--- src/rtl/param_table_sequencer.sv ---
// Purpose: streams a contiguous, wrapping run of constant table entries and sums the accepted beats.
// Latency: the first beat is presented one cycle after start; done pulses the cycle after the final handshake.
// Backpressure: valid/ready; out_data/out_index/out_last hold while out_valid && !out_ready.
//
// Ports:
//   clk, rst                 clock and synchronous active-high reset
//   start, start_idx, count  command: first table index and number of beats (sampled only in IDLE)
//   abort                    cancels a run in STREAM or DONE; beats already accepted stay in sum
//   busy, err, done          status: run active, command rejected (pulse), run completed (pulse)
//   out_valid/ready/data/index/last  beat stream, all outputs registered
//   sum                      running sum of accepted beats, modulo 2^WIDTH
module param_table_sequencer #(
    parameter int WIDTH = 32,
    parameter int DEPTH = 4,
    parameter logic [WIDTH-1:0] TABLE [DEPTH] = '{121, 110, 2, 20},
    parameter int LEN_W = 8,
    parameter int IDX_W = (DEPTH > 1) ? $clog2(DEPTH) : 1
) (
    input  logic             clk,
    input  logic             rst,
    input  logic             start,
    input  logic [IDX_W-1:0] start_idx,
    input  logic [LEN_W-1:0] count,
    input  logic             abort,
    output logic             busy,
    output logic             err,
    output logic             out_valid,
    input  logic             out_ready,
    output logic [WIDTH-1:0] out_data,
    output logic [IDX_W-1:0] out_index,
    output logic             out_last,
    output logic             done,
    output logic [WIDTH-1:0] sum
);

    typedef enum logic [1:0] {
        IDLE,
        STREAM,
        DONE
    } state_t;

    // One extra bit so the range check also works when DEPTH is a power of two.
    localparam logic [IDX_W:0]   DEPTH_LIM = (IDX_W + 1)'(DEPTH);
    localparam logic [IDX_W-1:0] LAST_IDX  = IDX_W'(DEPTH - 1);

    state_t           state, state_nxt;
    logic [LEN_W-1:0] rem, rem_nxt;
    logic             busy_nxt, err_nxt, valid_nxt, last_nxt, done_nxt;
    logic [WIDTH-1:0] data_nxt, sum_nxt;
    logic [IDX_W-1:0] idx_nxt, ptr_inc;

    // out_index doubles as the table pointer while streaming.
    always_comb begin
        ptr_inc = (out_index == LAST_IDX) ? '0 : out_index + IDX_W'(1);
    end

    always_ff @(posedge clk) begin
        if (rst) begin
            state     <= IDLE;
            rem       <= '0;
            busy      <= 1'b0;
            err       <= 1'b0;
            out_valid <= 1'b0;
            out_data  <= '0;
            out_index <= '0;
            out_last  <= 1'b0;
            done      <= 1'b0;
            sum       <= '0;
        end else begin
            state     <= state_nxt;
            rem       <= rem_nxt;
            busy      <= busy_nxt;
            err       <= err_nxt;
            out_valid <= valid_nxt;
            out_data  <= data_nxt;
            out_index <= idx_nxt;
            out_last  <= last_nxt;
            done      <= done_nxt;
            sum       <= sum_nxt;
        end
    end

    always_comb begin
        state_nxt = state;
        rem_nxt   = rem;
        busy_nxt  = busy;
        err_nxt   = 1'b0;
        valid_nxt = out_valid;
        data_nxt  = out_data;
        idx_nxt   = out_index;
        last_nxt  = out_last;
        done_nxt  = 1'b0;
        sum_nxt   = sum;

        case (state)
            IDLE: begin
                // abort alongside start drops the command.
                if (start && !abort) begin
                    if ({1'b0, start_idx} >= DEPTH_LIM) begin
                        err_nxt = 1'b1;
                    end else if (count == '0) begin
                        sum_nxt   = '0;
                        busy_nxt  = 1'b1;
                        done_nxt  = 1'b1;
                        state_nxt = DONE;
                    end else begin
                        sum_nxt   = '0;
                        busy_nxt  = 1'b1;
                        rem_nxt   = count;
                        valid_nxt = 1'b1;
                        idx_nxt   = start_idx;
                        data_nxt  = TABLE[start_idx];
                        last_nxt  = (count == LEN_W'(1));
                        state_nxt = STREAM;
                    end
                end
            end

            STREAM: begin
                // The beat is counted even when abort arrives on the same edge.
                if (out_valid && out_ready) begin
                    sum_nxt = sum + out_data;
                    if (rem == LEN_W'(1)) begin
                        valid_nxt = 1'b0;
                        last_nxt  = 1'b0;
                        data_nxt  = '0;
                        idx_nxt   = '0;
                        done_nxt  = 1'b1;
                        state_nxt = DONE;
                    end else begin
                        rem_nxt  = rem - LEN_W'(1);
                        idx_nxt  = ptr_inc;
                        data_nxt = TABLE[ptr_inc];
                        last_nxt = (rem == LEN_W'(2));
                    end
                end
                if (abort) begin
                    valid_nxt = 1'b0;
                    last_nxt  = 1'b0;
                    data_nxt  = '0;
                    idx_nxt   = '0;
                    done_nxt  = 1'b0;
                    busy_nxt  = 1'b0;
                    state_nxt = IDLE;
                end
            end

            DONE: begin
                // done was raised on entry; start here is ignored.
                busy_nxt  = 1'b0;
                state_nxt = IDLE;
            end

            default: begin
                state_nxt = IDLE;
            end
        endcase
    end

endmodule

--- config.mk ---
export PLATFORM = sky130hd
export DESIGN_NAME = param_table_sequencer
export DESIGN_NICKNAME = d
export VERILOG_FILES = /design/src/rtl/param_table_sequencer.sv
export SDC_FILE = /design/constraint.sdc
export NUM_CORES = 1
export LEC_CHECK = 0
export BUFFER_PORTS_ARGS = -buffer_cell sky130_fd_sc_hd__buf_2
export CORE_MARGIN = 10
export CORE_UTILIZATION = 47
export CTS_CLUSTER_SIZE = 30
export DETAILED_ROUTE_END_ITERATION = 7
export PLACE_DENSITY = 0.82
export REMOVE_ABC_BUFFERS = 1
export SLEW_MARGIN = 40
export SYNTH_ARGS = -nofsm -noshare
export SYNTH_HDL_FRONTEND = slang
export SYNTH_SLANG_ARGS = --single-unit
--- constraint.sdc ---
create_clock -name clk -period 2.05 [get_ports clk]
set_input_delay 0.205 -clock clk [delete_from_list [all_inputs] [get_ports clk]]
set_output_delay 0.205 -clock clk [all_outputs]
set_load 0.005 [all_outputs]
After elaboration in Yosys (flattened, before gate mapping):

Cells that the tools add are included.

* logic and storage cells: 96
* register bits after elaboration: 80
* bits of input ports: 15
* output and inout bits: 71

* add/subtract/negate cells: 3
* mux-type cells: 54
* bitwise operators: 2
* reductions and logical operators: 13
* $lt $le $gt $ge: 2
* eq/ne operators: 13

Operators with widths (number)
* $mux W32: 11
* $bmux W32 S2: 2
* $pmux W32 S2: 2
* $add A32 B32 Y32: 1
* $mux W8: 4
* $mux W2: 11
* $mux W1: 17
* $eq A8 B1 Y1 const B: 2
* $pmux W8 S2: 1
* $ne A2 B2 Y1 const B: 5
* $reduce_and A5 Y1: 2
* $reduce_and A3 Y1: 3
* $eq A8 B2 Y1 const B: 1
* $logic_not A8 Y1: 1
* $pmux W2 S2: 2
* $sub A8 B1 Y8 const B: 1
* $ge A3 B3 Y1 const B: 2
* $ne A3 B3 Y1 const B: 2
* $not A2 Y3: 2
* $pmux W1 S2: 3
* $eq A2 B2 Y1 const B: 2
* $reduce_and A4 Y1: 1
* $pmux W1 S3: 1
* $reduce_bool A3 Y1: 1
* 6 further kinds: 7

Longest topological paths before layout:

* depth after elaboration: 10
* mapped depth: 9
* mapped depth without buffers: 8

Least setup slack after synthesis:

OpenSTA, ideal clock, no wires.

* path kind: flip-flop to flip-flop
* from: register out_data[0]
* to: register sum[26]
* cell stages (with the launch flop): 10
* data arrival time: 2177 ps
* clock period less this slack: 2235 ps
* setup time: 59 ps
* setup slack: -185 ps
* path buffers: 1
* data required time: 1991 ps
* cell sequence: dfxtp_1 ha_1 inv_1 fa_1 nand2b_1 a211oi_1 clkbuf_1 o2111ai_1 or3_1 nand2_1

* longest elaborated chain between the ends: 3

RTL lines
* start: declaration: RTL line 29 `output logic [WIDTH-1:0] out_data,`
* start signal: assignment: RTL line 75 `out_data <= data_nxt;`
* $add A32 B32 Y32: RTL line 122 `sum_nxt = sum + out_data;`
* $mux W32: RTL line 121 `if (out_valid && out_ready) begin`
* $pmux W32 S2: RTL line 95 `case (state)`
* end signal: assignment: RTL line 79 `sum <= sum_nxt;`
* end: declaration: RTL line 33 `output logic [WIDTH-1:0] sum`

No other way between the ends. The select of a mux whose other input is x is not followed.
A chain may end at the register's enable or synchronous reset.

Worst setup path in the final report:

* from: register out_data[0]
* to: register sum[20]

Same word-level chain as after synthesis.

==> results.json <==
{
  "timing.clock.skew_ns": 0.00255,
  "drv.max_cap_violation_count": 0,
  "route.antenna.remaining_nets": 0,
  "setup_total_negative_slack_ns": 0,
  "worstHoldPathCells": 2,
  "ctsHoldBuffers": 0,
  "detailroute.via_count": 3292,
  "crit_required_ns": 2.30,
  "largest_net_degree_at_the_start_of_global_routing": 30,
  "worstSetupPathType": "reg -> reg",
  "drive_gt1_share_pct": 34.5,
  "dp.final_hpwl_um": 6860,
  "avgSynthCellArea_um2": 8.31,
  "cts_max_level": 2,
  "grt_use_total_pct": 16.3,
  "commonest_cells_after_routing_fill_and_taps_aside": "59 x buf_2, 52 x buf_4, 45 x dfxtp_1",
  "syn_to_final_growth_pct": 30.1,
  "fin_ws_ns": 0.0168,
  "critical_path_sink_type": "flop",
  "design.die.area_um2": 10700,
  "run_status": "finished clean",
  "asyncSetResetFlopFracSynth_pct": 0,
  "relSlewSlack_pct": 65.5,
  "leak_pwr_nw": 1.85,
  "router_iterations_before_antenna_repair": 5,
  "ys_seq_area_share_pct": 32.0,
  "num-nets-final": 526,
  "avgRoutedWirePerCell_um": 16.5,
  "report.final.hold_viol_count": 0,
  "total_area_of_multi_input_combinational_cells_um2": 2190,
  "dp_slack_ns": -0.0827,
  "floorplan.rows": 30,
  "r2r_depth": 9,
  "first_pass_grt_wire_length_um": 14400,
  "ys_types": 63,
  "use_met1_pct": 20.7,
  "cts-buffers-inserted": 5,
  "synth_area_um2": 3260,
  "n_antenna_cell": 0,
  "irDropWorstVdd_v": 0.000483,
  "worst_slew_pin_slew_ns": 0.513,
  "min_from": "abort",
  "whs_endpoint": "done",
  "mostFrequentLayoutCell": "buf_2",
  "post-route-drc-count": 0,
  "drt_first_iter_violations": 150,
  "port-buffer-count": 59,
  "postSynth.topFlopCell": "dfxtp_1",
  "critical_path.cell_chain": "ha_4 > inv_2 > fa_2 > nand2b_4 > a211oi_2 > buf_6 > o211ai_1 > or3_1 > a21oi_1",
  "number_of_global_route_vias_before_repair": 3147,
  "synth-seq-cells": 52,
  "start_kind": "flop",
  "maxClockFrequency_mhz": 492,
  "postSynthCellCount": 392,
  "final_max_slew_viol_count": 0,
  "grt-ovfl-total": 0,
  "timing.critical_path.slowest_stage_cell": "dfxtp_2",
  "post_route_wl_um": 9510,
  "grt_use_met3_pct": 3.99,
  "area.sequential_um2": 1050,
  "pin_count": 86,
  "clock_tree_from_tritoncts": "done",
  "cts_root_buffer": "clkbuf_8",
  "fin_util_pct": 62.7,
  "crit-reg2reg-capture": "sum[20]",
  "setup_repair_after_global_routing_missed_its_margin": "true",
  "max_stage_delay_ns": 0.36,
  "timing.final.crit_period_ns": 2.03,
  "grt_antenna_before_repair": 0,
  "final_cell_area_um2": 4230,
  "gpl_congestion": 0.853,
  "core_region_area_um2": 6760,
  "globalRoute.busiestLayer": "met2",
  "fillerInstances": 556,
  "power_per_cell_area_nw_per_um2": 1050,
  "timing.final.crit_share_pct": 99.2,
  "rr_startpoint": "out_data[0]",
  "holdCritPathClass": "in -> reg",
  "vias_per_cell": 5.73,
  "cp_data_arrival_time_ns": 2.28,
  "clk-insertion-delay-late_ns": 0.31,
  "start_util_pct": 48.2,
  "gr-usage-met2_pct": 27.1,
  "postPlaceCellArea_um2": 3820,
  "die_height_um": 103,
  "yosysWarnings": 0,
  "setup-violations-final": 0,
  "cts_max_path_buffers": 2,
  "clock_sinks": 52,
  "clkTransAtPathRegs_ns": 0.10,
  "path_max_fanout": 7,
  "worst_hold_slack_ns": 0.133,
  "synth_enable_flop_cells": 0,
  "r2r_setup_slack_ns": 0.02,
  "die_w_um": 103
}
[critical path, delay by kind of cell (launching register included)]
kind                       cells  cell delay, ns
adders and majority gates      2            0.48
and+or+nand+nor                2            0.47
AOI/OAI and AO/OA              3            0.44
DFF                            1            0.36
buffers and inverters          2            0.22
[per-layer routing]
layer | wire length (um) | up-vias
li1 | - | 1582
met1 | 4060 | 1560
met2 | 4650 | 142
met3 | 745 | 8
met4 | 60 | 0
met5 | 0 | -
[per-stage QoR]
step                total power, mW  std cells
floorplan                      2.58        372
global placement               3.35        559
detailed placement             3.44        559
CTS                            4.23        569
global route                   4.73        575
finish                         4.45        575
[cells in the mapped netlist (all sizes together), types with 3 or more instances]
master	n	area (um2)
o21ai	20	100
o32ai	3	26.3
o2111ai	10	93.8
and2	3	18.8
nand3b	4	30.0
nand2b	7	51.3
inv	13	48.8
nor4	3	18.8
nor2	41	154
or3	12	75.1
clkbuf	11	41.3
or2	3	18.8
nor2b	4	25.0
nand3	8	40.0
ha	16	200
o211ai	7	52.6
a21o	6	47.6
nor3	14	86.3
a21oi	28	140
and3	4	25.0
dfxtp	52	1040
and4	3	26.3
nand4	4	25.0
xor2	14	123
nand2	23	86.3
a221oi	4	35.0
a22oi	4	30.0
a211oi	9	77.6
buf	34	254
[area by class of cell]
cell class / instances / area share, %
Timing Repair Buffer: 115 / 17.5
Tap cell: 80 / 2.36
Inverter: 13 / 1.15
Multi-Input combinational cell: 307 / 51.6
Clock inverter: 2 / 0.827
Clock buffer: 6 / 1.71
Sequential cell: 52 / 24.9
[flip-flops by register name, indices dropped and copies added, names as in the netlist]
register	count
out_data	4
busy	1
rem	8
out_last	1
out_index	2
out_valid	1
done	1
sum	32
state	2
[worst max-delay path by stage]
| stage | from | to | cells after the start |
|---|---|---|---|
| 6_report | out_data[0] | sum[20] | 9 |
| 4_1_cts | out_data[1] | sum[17] | 9 |
| 3_5_place_dp | sum[0] | sum[20] | 9 |
| 3_3_place_gp | out_data[0] | sum[20] | 9 |
| 5_1_grt | out_data[0] | sum[20] | 9 |
| 2_1_floorplan | out_data[0] | sum[20] | 8 |
[where the power goes]
part,leakage (nW),switching [mW],internal (mW)
combinational,1.37,1.27,1.10
clock,0.0552,0.357,0.363
sequential,0.425,0.178,1.18
[what timing repair did]
item | CTS | global route
gates resized for setup | 19 | 33
hold endpoints to repair | 0 | 0
setup endpoints to repair | 33 | 30
buffers inserted | 2 | 6
pin swaps | 2 | 12
cloned | 0 | 0
[kinds of logic after synthesis]
group / after synthesis / share of synthesized area (%)
compound gates: 105 / 22.5
xor+xnor: 16 / 4.30
simple gates: 142 / 23.4
buf+inv: 58 / 10.6
fa+ha+maj: 17 / 6.76
flops: 52 / 32.0
other cells: 1 / 0.115
mux: 1 / 0.307
Power figures use the tool's default switching activity.
